### src/rtl/axil_pkg.sv
`timescale 1ns/1ps
// Shared AXI4-lite definitions for the register-interface bridges.
// The read and write sides both import the response codes from here.
package axil_pkg;

  localparam logic [1:0] RESP_OKAY   = 2'b00;
  localparam logic [1:0] RESP_EXOKAY = 2'b01;
  localparam logic [1:0] RESP_SLVERR = 2'b10;
  localparam logic [1:0] RESP_DECERR = 2'b11;

endpackage

### src/rtl/axil_reg_if_rd.sv
`timescale 1ns/1ps
// AXI4-lite read slave that turns each AR beat into a level-held register read
// request, with a wait-aware timeout that answers SLVERR if the target never acks.
module axil_reg_if_rd
  import axil_pkg::*;
#(
  parameter int DATA_WIDTH = 32,
  parameter int ADDR_WIDTH = 16,
  parameter int STRB_WIDTH = DATA_WIDTH / 8,
  parameter int TIMEOUT    = 4
) (
  input  logic                  clk,
  input  logic                  rst_n,
  input  logic [ADDR_WIDTH-1:0] s_axil_araddr,
  input  logic [2:0]            s_axil_arprot,
  input  logic                  s_axil_arvalid,
  output logic                  s_axil_arready,
  output logic [DATA_WIDTH-1:0] s_axil_rdata,
  output logic [1:0]            s_axil_rresp,
  output logic                  s_axil_rvalid,
  input  logic                  s_axil_rready,
  output logic [ADDR_WIDTH-1:0] reg_rd_addr,
  output logic                  reg_rd_en,
  input  logic [DATA_WIDTH-1:0] reg_rd_data,
  input  logic                  reg_rd_wait,
  input  logic                  reg_rd_ack
);

  typedef enum logic [1:0] {
    ST_IDLE = 2'd0,
    ST_REQ  = 2'd1,
    ST_RESP = 2'd2
  } state_t;

  localparam int CNT_W      = (TIMEOUT > 0) ? $clog2(TIMEOUT + 1) : 1;
  localparam bit TIMEOUT_EN = (TIMEOUT != 0);
  localparam logic [CNT_W-1:0] CNT_LOAD = CNT_W'(TIMEOUT);
  localparam int ALIGN_BITS = $clog2(STRB_WIDTH);
  localparam logic [ADDR_WIDTH-1:0] ADDR_MASK =
    ~((ADDR_WIDTH'(1) << ALIGN_BITS) - ADDR_WIDTH'(1));

  state_t                state_q;
  logic                  arready_q;
  logic                  rvalid_q;
  logic [DATA_WIDTH-1:0] rdata_q;
  logic [1:0]            rresp_q;
  logic                  rd_en_q;
  logic [ADDR_WIDTH-1:0] rd_addr_q;
  logic [CNT_W-1:0]      cnt_q;
  logic [ADDR_WIDTH-1:0] rd_addr_d;
  logic                  arprot_unused;

  // Protection bits carry no meaning for a CSR target.
  assign arprot_unused = ^s_axil_arprot;
  assign rd_addr_d     = s_axil_araddr & ADDR_MASK;

  // Single-outstanding read FSM; every output is a flop so no input reaches an output combinationally.
  always_ff @(posedge clk or negedge rst_n) begin
    if (!rst_n) begin
      state_q   <= ST_IDLE;
      arready_q <= 1'b0;
      rvalid_q  <= 1'b0;
      rdata_q   <= '0;
      rresp_q   <= RESP_OKAY;
      rd_en_q   <= 1'b0;
      rd_addr_q <= '0;
      cnt_q     <= '0;
    end else begin
      case (state_q)
        ST_IDLE: begin
          if (arready_q && s_axil_arvalid) begin
            arready_q <= 1'b0;
            rd_addr_q <= rd_addr_d;
            rd_en_q   <= 1'b1;
            cnt_q     <= CNT_LOAD;
            state_q   <= ST_REQ;
          end else begin
            arready_q <= 1'b1;
          end
        end
        ST_REQ: begin
          // Ack has priority over both wait and an expired counter.
          if (reg_rd_ack) begin
            rdata_q  <= reg_rd_data;
            rresp_q  <= RESP_OKAY;
            rvalid_q <= 1'b1;
            rd_en_q  <= 1'b0;
            state_q  <= ST_RESP;
          end else if (TIMEOUT_EN && (cnt_q == '0) && !reg_rd_wait) begin
            rdata_q  <= '0;
            rresp_q  <= RESP_SLVERR;
            rvalid_q <= 1'b1;
            rd_en_q  <= 1'b0;
            state_q  <= ST_RESP;
          end else if (TIMEOUT_EN && !reg_rd_wait) begin
            cnt_q <= cnt_q - CNT_W'(1);
          end else begin
            cnt_q <= cnt_q;
          end
        end
        ST_RESP: begin
          if (s_axil_rready) begin
            rvalid_q  <= 1'b0;
            arready_q <= 1'b1;
            state_q   <= ST_IDLE;
          end else begin
            rvalid_q <= 1'b1;
          end
        end
        default: begin
          state_q   <= ST_IDLE;
          arready_q <= 1'b0;
          rvalid_q  <= 1'b0;
          rd_en_q   <= 1'b0;
        end
      endcase
    end
  end

  assign s_axil_arready = arready_q;
  assign s_axil_rvalid  = rvalid_q;
  assign s_axil_rdata   = rdata_q;
  assign s_axil_rresp   = rresp_q;
  assign reg_rd_en      = rd_en_q;
  assign reg_rd_addr    = rd_addr_q;

endmodule
### config.mk
export PLATFORM = sky130hd
export DESIGN_NAME = axil_reg_if_rd
export DESIGN_NICKNAME = d
export VERILOG_FILES = /design/src/rtl/axil_pkg.sv /design/src/rtl/axil_reg_if_rd.sv
export SDC_FILE = /design/constraint.sdc
export NUM_CORES = 1
export LEC_CHECK = 0
export ABC_AREA = 1
export CORE_UTILIZATION = 45
export CTS_BUF_LIST = sky130_fd_sc_hd__clkbuf_8
export DETAILED_ROUTE_END_ITERATION = 8
export PLACE_DENSITY = 0.86
export SETUP_SLACK_MARGIN = 0.02
export SLEW_MARGIN = 40
export SYNTH_ARGS = -nofsm -noshare
export SYNTH_HDL_FRONTEND = slang
export SYNTH_SLANG_ARGS = --single-unit
### constraint.sdc
create_clock -name clk -period 2.4 [get_ports clk]
set_input_delay 0.24 -clock clk [delete_from_list [all_inputs] [get_ports clk]]
set_output_delay 0.24 -clock clk [all_outputs]
set_load 0.02 [all_outputs]
==> impl_metrics.ini, run 1 <==
[die]
fp.dieW_um = 74.7
die-height_um = 74.7
dieArea_mm2 = 0.00557
io_pins = 110
num_rows = 26
initial_core_util = 0.465
fp.coreArea_mm2 = 0.00511

[global_route]
grt_pass1_wl_um = 8800
antenna_found_initial = 0
grt_max_degree = 34
grt_pass1_vias = 1982
grt.total_usage = 0.208
gr-total-overflow = 0

[finish]
area_growth_pct = 48.3
layout_commonest_cell = nand2_1
final_nets = 436
final_layout_size_suffix_gt1_frac = 0.0455
final_cell_mix = 129 x nand2_1, 100 x clkdlybuf4s50_1, 55 x dfrtp_1
insertedDiodeCount = 0
fill_cells = 425

[synth]
yosys_warnings = 0
ys_ff_latch = 55
syn_inst = 272
synthesis.area_mm2 = 0.00238
synth_area_leaders = dfrtp_1 58%, nand2_1 20%, nand3_1 8.0%
avgSynthCellArea_um2 = 8.74
ys_types = 20
synth.largest_area_cell = dfrtp_1
ys_seq_area_frac = 0.579
synth_top_area_frac = 0.579

[critical_path]
worstPathRequired_ns = 2.59
cp-start-kind = flop
reg2reg_slack_ns = 0.69
cpPeakStageDelay_ns = 0.41
worst_path_max_delay_cell = dfrtp_1
cp_max_fo = 21
arrival_ns = 1.90
end_kind = flop
cp_cell_sequence = inv_1 -> ha_1 -> nand4_4 -> buf_4 -> nand3_1 -> nand2_1
path_class = flop to flop

[sta]
timing.fmax_ghz = 0.586
setup_viol_count_final = 0
fin_skew_ns = 0.00793
whs_ns = 0.363
worstMarginPinSlew_ns = 0.519
period_minus_slack_ns = 1.71
timing.slew.headroom = 0.654
post-route-period-util = 0.711
finalSetupTns_ns = 0
hold_violations = 0
rsz0062_at_grt = false
maxSlewViolCount = 0

[cts]
numCtsBuffers = 5
cts_setup_buffers = 0
tritoncts = built
clock_latency_ns = 0.30
cts_htree_levels = 2
cts-root-buf = clkbuf_8
cts_sinks = 55
clock_path_buffers = 2
cts_hold_buf = 1
path_clk_slew_ns = 0.09
cts-resized-gates = 0

[power_and_ir_drop]
vdd_drop_max_mv = 0.737
p_leak_uw = 0.00176
p_per_area_mw_per_mm2 = 1320

[drt]
routed_wl_um = 5470
via_per_inst = 4.72
routedWlPerCell_um = 12.3
dr.first_iter.drc_count = 85
num_vias = 2095
drcViolationCount = 0
firstDrtPassIters = 4
ant_nets = 0

[run]
maxCapViolCount = 0

[placement]
gp_congestion = 0.808
dp_hpwl_um = 4000
io_buffer_count = 101

[status]
status = finished, final reports clean

[min_path]
worstHoldPathType = input port to asynchronous set/reset pin
-- final timing paths --
check / from / endpoint / depth (start not counted)
min reg2reg: cnt_q[1]$_DFFE_PN0P_ / cnt_q[1]$_DFFE_PN0P_ / 2
max in group asynchronous: rst_n / s_axil_rdata[22]$_DFFE_PN0P_ / 3
max reg2reg: state_q[1]$_DFFE_PN0P_ / s_axil_rdata[27]$_DFFE_PN0P_ / 6
min in group clk: s_axil_araddr[5] / reg_rd_addr[5]$_DFFE_PN0P_ / 3
max: state_q[1]$_DFFE_PN0P_ / s_axil_rdata[27]$_DFFE_PN0P_ / 6
min: rst_n / s_axil_arready$_DFFE_PN0P_ / 2
-- per-layer routing --
layer | track usage | routed length (um)
met4 | 0.0566 | 46
met3 | 0.0469 | 306
met5 | 0 | 0
met1 | 0.268 | 2380
met2 | 0.355 | 2730
-- synthesized netlist by cell type (all sizes together) --
cell type and number:
dfrtp 55, nand3b 1, clkbuf 3, a21oi 2, o21ai 3, nor2 4, nand2 130, nand3 38
nand4 5, conb 1, ha 5, inv 14, buf 11
-- power breakdown --
part | switching [uW] | total [uW] | internal, uW
clock | 277 | 579 | 302
combinational | 1330 | 2440 | 1120
sequential | 262 | 1650 | 1390
-- stage by stage --
step | cell area, um^2 | cells | total power (uW) | setup slack (ns) | utilization
after floorplan | 2380 | 274 | 2980 | 1.07 | -
after global routing | 3520 | 444 | 5010 | 0.567 | 0.690
after global placement | 3410 | 436 | 4050 | 0.764 | 0.668
after detailed placement | 3410 | 436 | 4120 | 0.717 | 0.668
final | 3520 | 444 | 4670 | 0.694 | 0.690
after CTS | 3520 | 444 | 4720 | 0.700 | 0.690
-- kinds of logic after synthesis --
logic type                 Yosys count  synth area share
AOI/OAI and AO/OA                    5            0.0121
buffers and inverters               28            0.0653
and+or+nand+nor                    178             0.315
other                                1           0.00158
DFF                                 55             0.579
adders and majority gates            5            0.0263
-- sequential cells by signal (all words and copies together) (netlist names) --
name,flops
state_q,2
reg_rd_addr,14
cnt_q,3
s_axil_arready,1
s_axil_rvalid,1
reg_rd_en,1
s_axil_rdata,32
s_axil_rresp,1
-- critical path, delay by kind of cell, from the launching register on --
family                   cells  cell delay (ns)
adder cells (fa/ha/maj)      1             0.35
flip-flops                   1             0.41
buffers and inverters        2             0.39
AND/OR/NAND/NOR              3             0.44
-- layout make-up --
type                       instances  area (um^2)  share of cell area
sequential                        55         1380               0.390
timing repair buffer             107         1050               0.299
multi-input combinational        191          852               0.242
tap                               70         87.6              0.0248
clock buffer                       5         68.8              0.0195
inverter                          14         52.6              0.0149
clock inverter                     2         33.8             0.00958
Power figures use the tool's default switching activity.
==> run 2: changes to the inputs <==
--- a/config.mk
+++ b/config.mk
@@ -6,10 +6,10 @@
 export NUM_CORES = 1
 export LEC_CHECK = 0
 export ABC_AREA = 1
-export CORE_UTILIZATION = 45
+export CORE_UTILIZATION = 38
 export CTS_BUF_LIST = sky130_fd_sc_hd__clkbuf_8
 export DETAILED_ROUTE_END_ITERATION = 8
-export PLACE_DENSITY = 0.86
+export PLACE_DENSITY = 0.78
 export SETUP_SLACK_MARGIN = 0.02
 export SLEW_MARGIN = 40
 export SYNTH_ARGS = -nofsm -noshare
==> constraint.sdc (replaced) <==
create_clock -name clk -period 1.5 [get_ports clk]
set_input_delay 0.15 -clock clk [delete_from_list [all_inputs] [get_ports clk]]
set_output_delay 0.15 -clock clk [all_outputs]
set_load 0.02 [all_outputs]
==> impl_metrics.ini, run 2 (synthesis gave the netlist of run 1 again) <==
[status]
status = finished, final reports clean

[sta]
finalSetupTns_ns = 0
fin_skew_ns = 0.0101
post-route-period-util = 0.964
maxSlewViolCount = 0
timing.fmax_ghz = 0.691
period_minus_slack_ns = 1.45
setup_viol_count_final = 0
hold_violations = 0
rsz0062_at_grt = false
worstMarginPinSlew_ns = 0.511
timing.slew.headroom = 0.659

[finish]
final_nets = 441
layout_commonest_cell = nand2_1
area_growth_pct = 55.6
insertedDiodeCount = 0
final_cell_area_mm2 = 0.00370
largest_reg_flops = 32
final_cells = 455
post-route-util = 0.617
final_layout_size_suffix_gt1_frac = 0.0868
final_cell_mix = 128 x nand2_1, 84 x clkdlybuf4s50_1, 55 x dfrtp_1

[critical_path]
end_kind = output pin
path_buf_inv = 1
worst_path_max_delay_cell = clkdlybuf4s50_1
path_class = flop to output pin
cp_max_fo = 2
cp-start-kind = flop
cpPeakStageDelay_ns = 0.62
worstPathRequired_ns = 1.35
arrival_ns = 1.30
cpLargestDelayFamily = buffers and inverters
cp_cell_sequence = clkdlybuf4s50_1

[die]
fp.coreArea_mm2 = 0.00599
num_rows = 28
initial_core_util = 0.397
die-height_um = 81.1
io_pins = 110
fp.dieW_um = 81.1
dieArea_mm2 = 0.00657

[min_path]
worstHoldPathType = input port to asynchronous set/reset pin

[drt]
via_per_inst = 4.73
dr.first_iter.drc_count = 93
drcViolationCount = 0
routed_wl_um = 5880
routedWlPerCell_um = 12.9
firstDrtPassIters = 4
ant_nets = 0
num_vias = 2154

[global_route]
gr-total-overflow = 0
grt_use_met1 = 0.217
busiest_layer = met2
grt_pass1_wl_um = 9360
antenna_found_initial = 0
use_met3 = 0.0371
grt_util_met2 = 0.344
grt_max_degree = 35
grt.total_usage = 0.184
grt_pass1_vias = 2091

[placement]
io_buffer_count = 101
dp_hpwl_um = 4280
gp_congestion = 0.763
placedInstanceArea_mm2 = 0.00350
placed_cells = 444

[cts]
tritoncts = built
numCtsBuffers = 5
cts_sinks = 55
clock_latency_ns = 0.30
cts_htree_levels = 2
path_clk_slew_ns = 0.10
clock_path_buffers = 2
cts-root-buf = clkbuf_8

[run]
maxCapViolCount = 0

[power_and_ir_drop]
vdd_drop_max_mv = 0.999
p_per_area_mw_per_mm2 = 2040
p_leak_uw = 0.00199
==> run 2: area by class of cell <==
class,count,area (um^2)
tap,75,93.8
fill,512,2290
timing repair buffer,111,1190
sequential,55,1380
multi-input combinational,191,883
timing repair inverter,1,5.00
clock buffer,5,68.8
clock inverter,3,27.5
inverter,14,56.3
==> run 2: metrics by stage <==
step / total power (uW) / hold slack (ns) / worst slack (ns)
final: 7550 / 0.361 / 0.0538
after global routing: 8110 / 0.364 / 0.0201
after CTS: 7590 / 0.360 / 0.0297
after detailed placement: 6720 / 0.153 / 0.0401
after global placement: 6580 / 0.145 / 0.0851
after floorplan: 4770 / -0.146 / 0.174
==> run 2: what timing repair did <==
action / 4_1_cts / 5_1_grt
endpoints found under the setup margin: 5 / 38
gates cloned: 0 / 1
hold buffers: 1 / 0
setup buffers: 0 / 1
hold endpoints to repair: 21 / 0
resized for setup: 1 / 25
==> run 2: worst paths after layout <==
check	from	to	slack, ns	cells after the start
worst max-delay path	s_axil_rdata[3]$_DFFE_PN0P_	s_axil_rdata[3]	0.05	1
worst min-delay path	rst_n	s_axil_rdata[31]$_DFFE_PN0P_	0.36	2
worst max register to register	state_q[0]$_DFFE_PN0P_	cnt_q[2]$_DFFE_PN0P_	0.10	8
worst min register to register	cnt_q[1]$_DFFE_PN0P_	cnt_q[1]$_DFFE_PN0P_	0.48	2
max in group asynchronous	rst_n	s_axil_rresp[1]$_DFFE_PN0P_	0.60	3
min in group clk	s_axil_araddr[13]	reg_rd_addr[13]$_DFFE_PN0P_	0.37	3
==> run 2: metal layers <==
| metal | vias to the layer above | part of all wire |
|---|---|---|
| met5 | - | 0 |
| met4 | 0 | 0.0032 |
| met3 | 2 | 0.044 |
| met2 | 57 | 0.52 |
| met1 | 1036 | 0.43 |
| li1 | 1059 | - |
==> run 2: report_power, final <==
part           internal [uW]  leakage, uW  switching [uW]
Combinational           1870      0.00125            2220
Clock                    344    0.0000463             495
Sequential              2220     0.000697             414
==> run 3: changes to the inputs <==
--- a/config.mk
+++ b/config.mk
@@ -6,10 +6,11 @@
 export NUM_CORES = 1
 export LEC_CHECK = 0
 export ABC_AREA = 1
-export CORE_UTILIZATION = 38
+export CORE_MARGIN = 2
+export CORE_UTILIZATION = 45
 export CTS_BUF_LIST = sky130_fd_sc_hd__clkbuf_8
 export DETAILED_ROUTE_END_ITERATION = 8
-export PLACE_DENSITY = 0.78
+export PLACE_DENSITY = 0.86
 export SETUP_SLACK_MARGIN = 0.02
 export SLEW_MARGIN = 40
 export SYNTH_ARGS = -nofsm -noshare
==> constraint.sdc (replaced) <==
create_clock -name clk -period 1.75 [get_ports clk]
set_input_delay 0.175 -clock clk [delete_from_list [all_inputs] [get_ports clk]]
set_output_delay 0.175 -clock clk [all_outputs]
set_load 0.02 [all_outputs]
==> impl_metrics.ini, run 3 (synthesis gave the netlist of run 1 again) <==
[finish]
area_growth_pct = 49.9
layout_commonest_cell = nand2_1
final_cell_mix = 129 x nand2_1, 100 x clkdlybuf4s50_1, 55 x dfrtp_1
insertedDiodeCount = 0
final_cell_area_mm2 = 0.00356
largest_reg_flops = 32
final_nets = 439
fill_cells = 419
final_layout_size_suffix_gt1_frac = 0.0582
post-route-util = 0.697

[global_route]
grt_pass1_vias = 2098
antenna_found_initial = 0
grt_max_degree = 36
grt_pass1_wl_um = 9540
gr-total-overflow = 0
grt.total_usage = 0.202

[sta]
rsz0062_at_grt = false
timing.fmax_ghz = 0.656
post-route-period-util = 0.871
period_minus_slack_ns = 1.52
hold_violations = 0
finalSetupTns_ns = 0
maxSlewViolCount = 0
setup_viol_count_final = 0
fin_skew_ns = 0.00705
setup_slack_ns = 0.225

[run]
maxCapViolCount = 0

[critical_path]
path_class = flop to flop
cp-start-kind = flop
arrival_ns = 1.72
cp_max_fo = 35
end_kind = flop
worstPathRequired_ns = 1.95

[drt]
num_vias = 2117
ant_nets = 0
firstDrtPassIters = 4
routed_wl_um = 5690
via_per_inst = 4.73
drcViolationCount = 0
routedWlPerCell_um = 12.7
dr.first_iter.drc_count = 170

[cts]
path_clk_slew_ns = 0.10
cts-root-buf = clkbuf_8
numCtsBuffers = 5
clock_path_buffers = 2
cts_setup_buffers = 0
cts_sinks = 55
cts_htree_levels = 2
tritoncts = built
cts-resized-gates = 0
clock_latency_ns = 0.30

[power_and_ir_drop]
p_leak_uw = 0.00178
p_per_area_mw_per_mm2 = 1830
power_uw = 6530
vdd_drop_max_mv = 0.852

[die]
fp.dieW_um = 76.7
initial_core_util = 0.465
fp.coreArea_mm2 = 0.00511
dieArea_mm2 = 0.00588
io_pins = 110
die-height_um = 76.7
num_rows = 26

[placement]
dp_hpwl_um = 4250
placedInstanceArea_mm2 = 0.00343
gp_congestion = 0.852
dp_slack_ns = 0.233
io_buffer_count = 101

[status]
status = finished, final reports clean

[min_path]
worstHoldPathType = input port to asynchronous set/reset pin
==> run 3: cell types whose count changed in the layout (fill, tap and decap cells not counted), moves of 2 or more <==
cell / delta
dlymetal6s2s_1: -16
clkinvlp_4: -2
ha_1: +2
inv_1: +3
nand3_2: -2
buf_4: +4
buf_12: -5
inv_2: -2
clkdlybuf4s50_1: +16
nand3_1: +2
==> run 3: per-layer routing <==
metal,GRT usage,routed length (um),up-vias
li1,-,-,1055
met1,0.244,2340,986
met2,0.346,2890,66
met3,0.0588,372,10
met4,0.0636,91,0
met5,0,0,-
==> run 3: through the flow <==
step                      cells  hold WS (ns)
after global routing        448         0.319
after detailed placement    439        0.0812
after floorplan             274        -0.121
after global placement      439        0.0776
after CTS                   448         0.290
final                       448         0.284
==> run 3: cell type report <==
type | instances | area [um^2] | share of cell area
multi-input combinational | 191 | 852 | 0.239
inverter | 14 | 52.6 | 0.0148
clock buffer | 6 | 82.6 | 0.0232
timing repair buffer | 110 | 1080 | 0.302
tap | 70 | 87.6 | 0.0246
sequential | 55 | 1380 | 0.386
clock inverter | 2 | 35.0 | 0.00983
==> run 3: worst max-delay path: stages (launching register included) <==
cell and delay (ns):
dfrtp_1 0.40, inv_1 0.08, ha_1 0.33, nand4_4 0.14, buf_4 0.26, nand4_1 0.13, nand2_1 0.06
==> run 3: worst paths after layout <==
path	to	cells past startpoint	from	slack [ns]
setup / recovery	cnt_q[0]$_DFFE_PN0P_	6	state_q[1]$_DFFE_PN0P_	0.23
hold / removal	s_axil_rdata[16]$_DFFE_PN0P_	2	rst_n	0.28
setup reg to reg	cnt_q[0]$_DFFE_PN0P_	6	state_q[1]$_DFFE_PN0P_	0.23
hold reg to reg	cnt_q[1]$_DFFE_PN0P_	2	cnt_q[1]$_DFFE_PN0P_	0.48
max in group asynchronous	s_axil_rdata[19]$_DFFE_PN0P_	3	rst_n	0.88
min in group clk	s_axil_rdata[16]$_DFFE_PN0P_	3	reg_rd_data[16]	0.40
==> run 3: report_power, final <==
part | internal (uW) | switching (uW) | total (uW)
Combinational | 1550 | 1860 | 3400
Sequential | 1900 | 359 | 2260
Clock | 463 | 401 | 864
Total | 3910 | 2620 | 6530
==> run 3: what timing repair did <==
item                                   in CTS  in global routing
setup endpoints to repair                   0                  0
hold buffers                                1                  0
endpoints found under the hold margin      11                  0
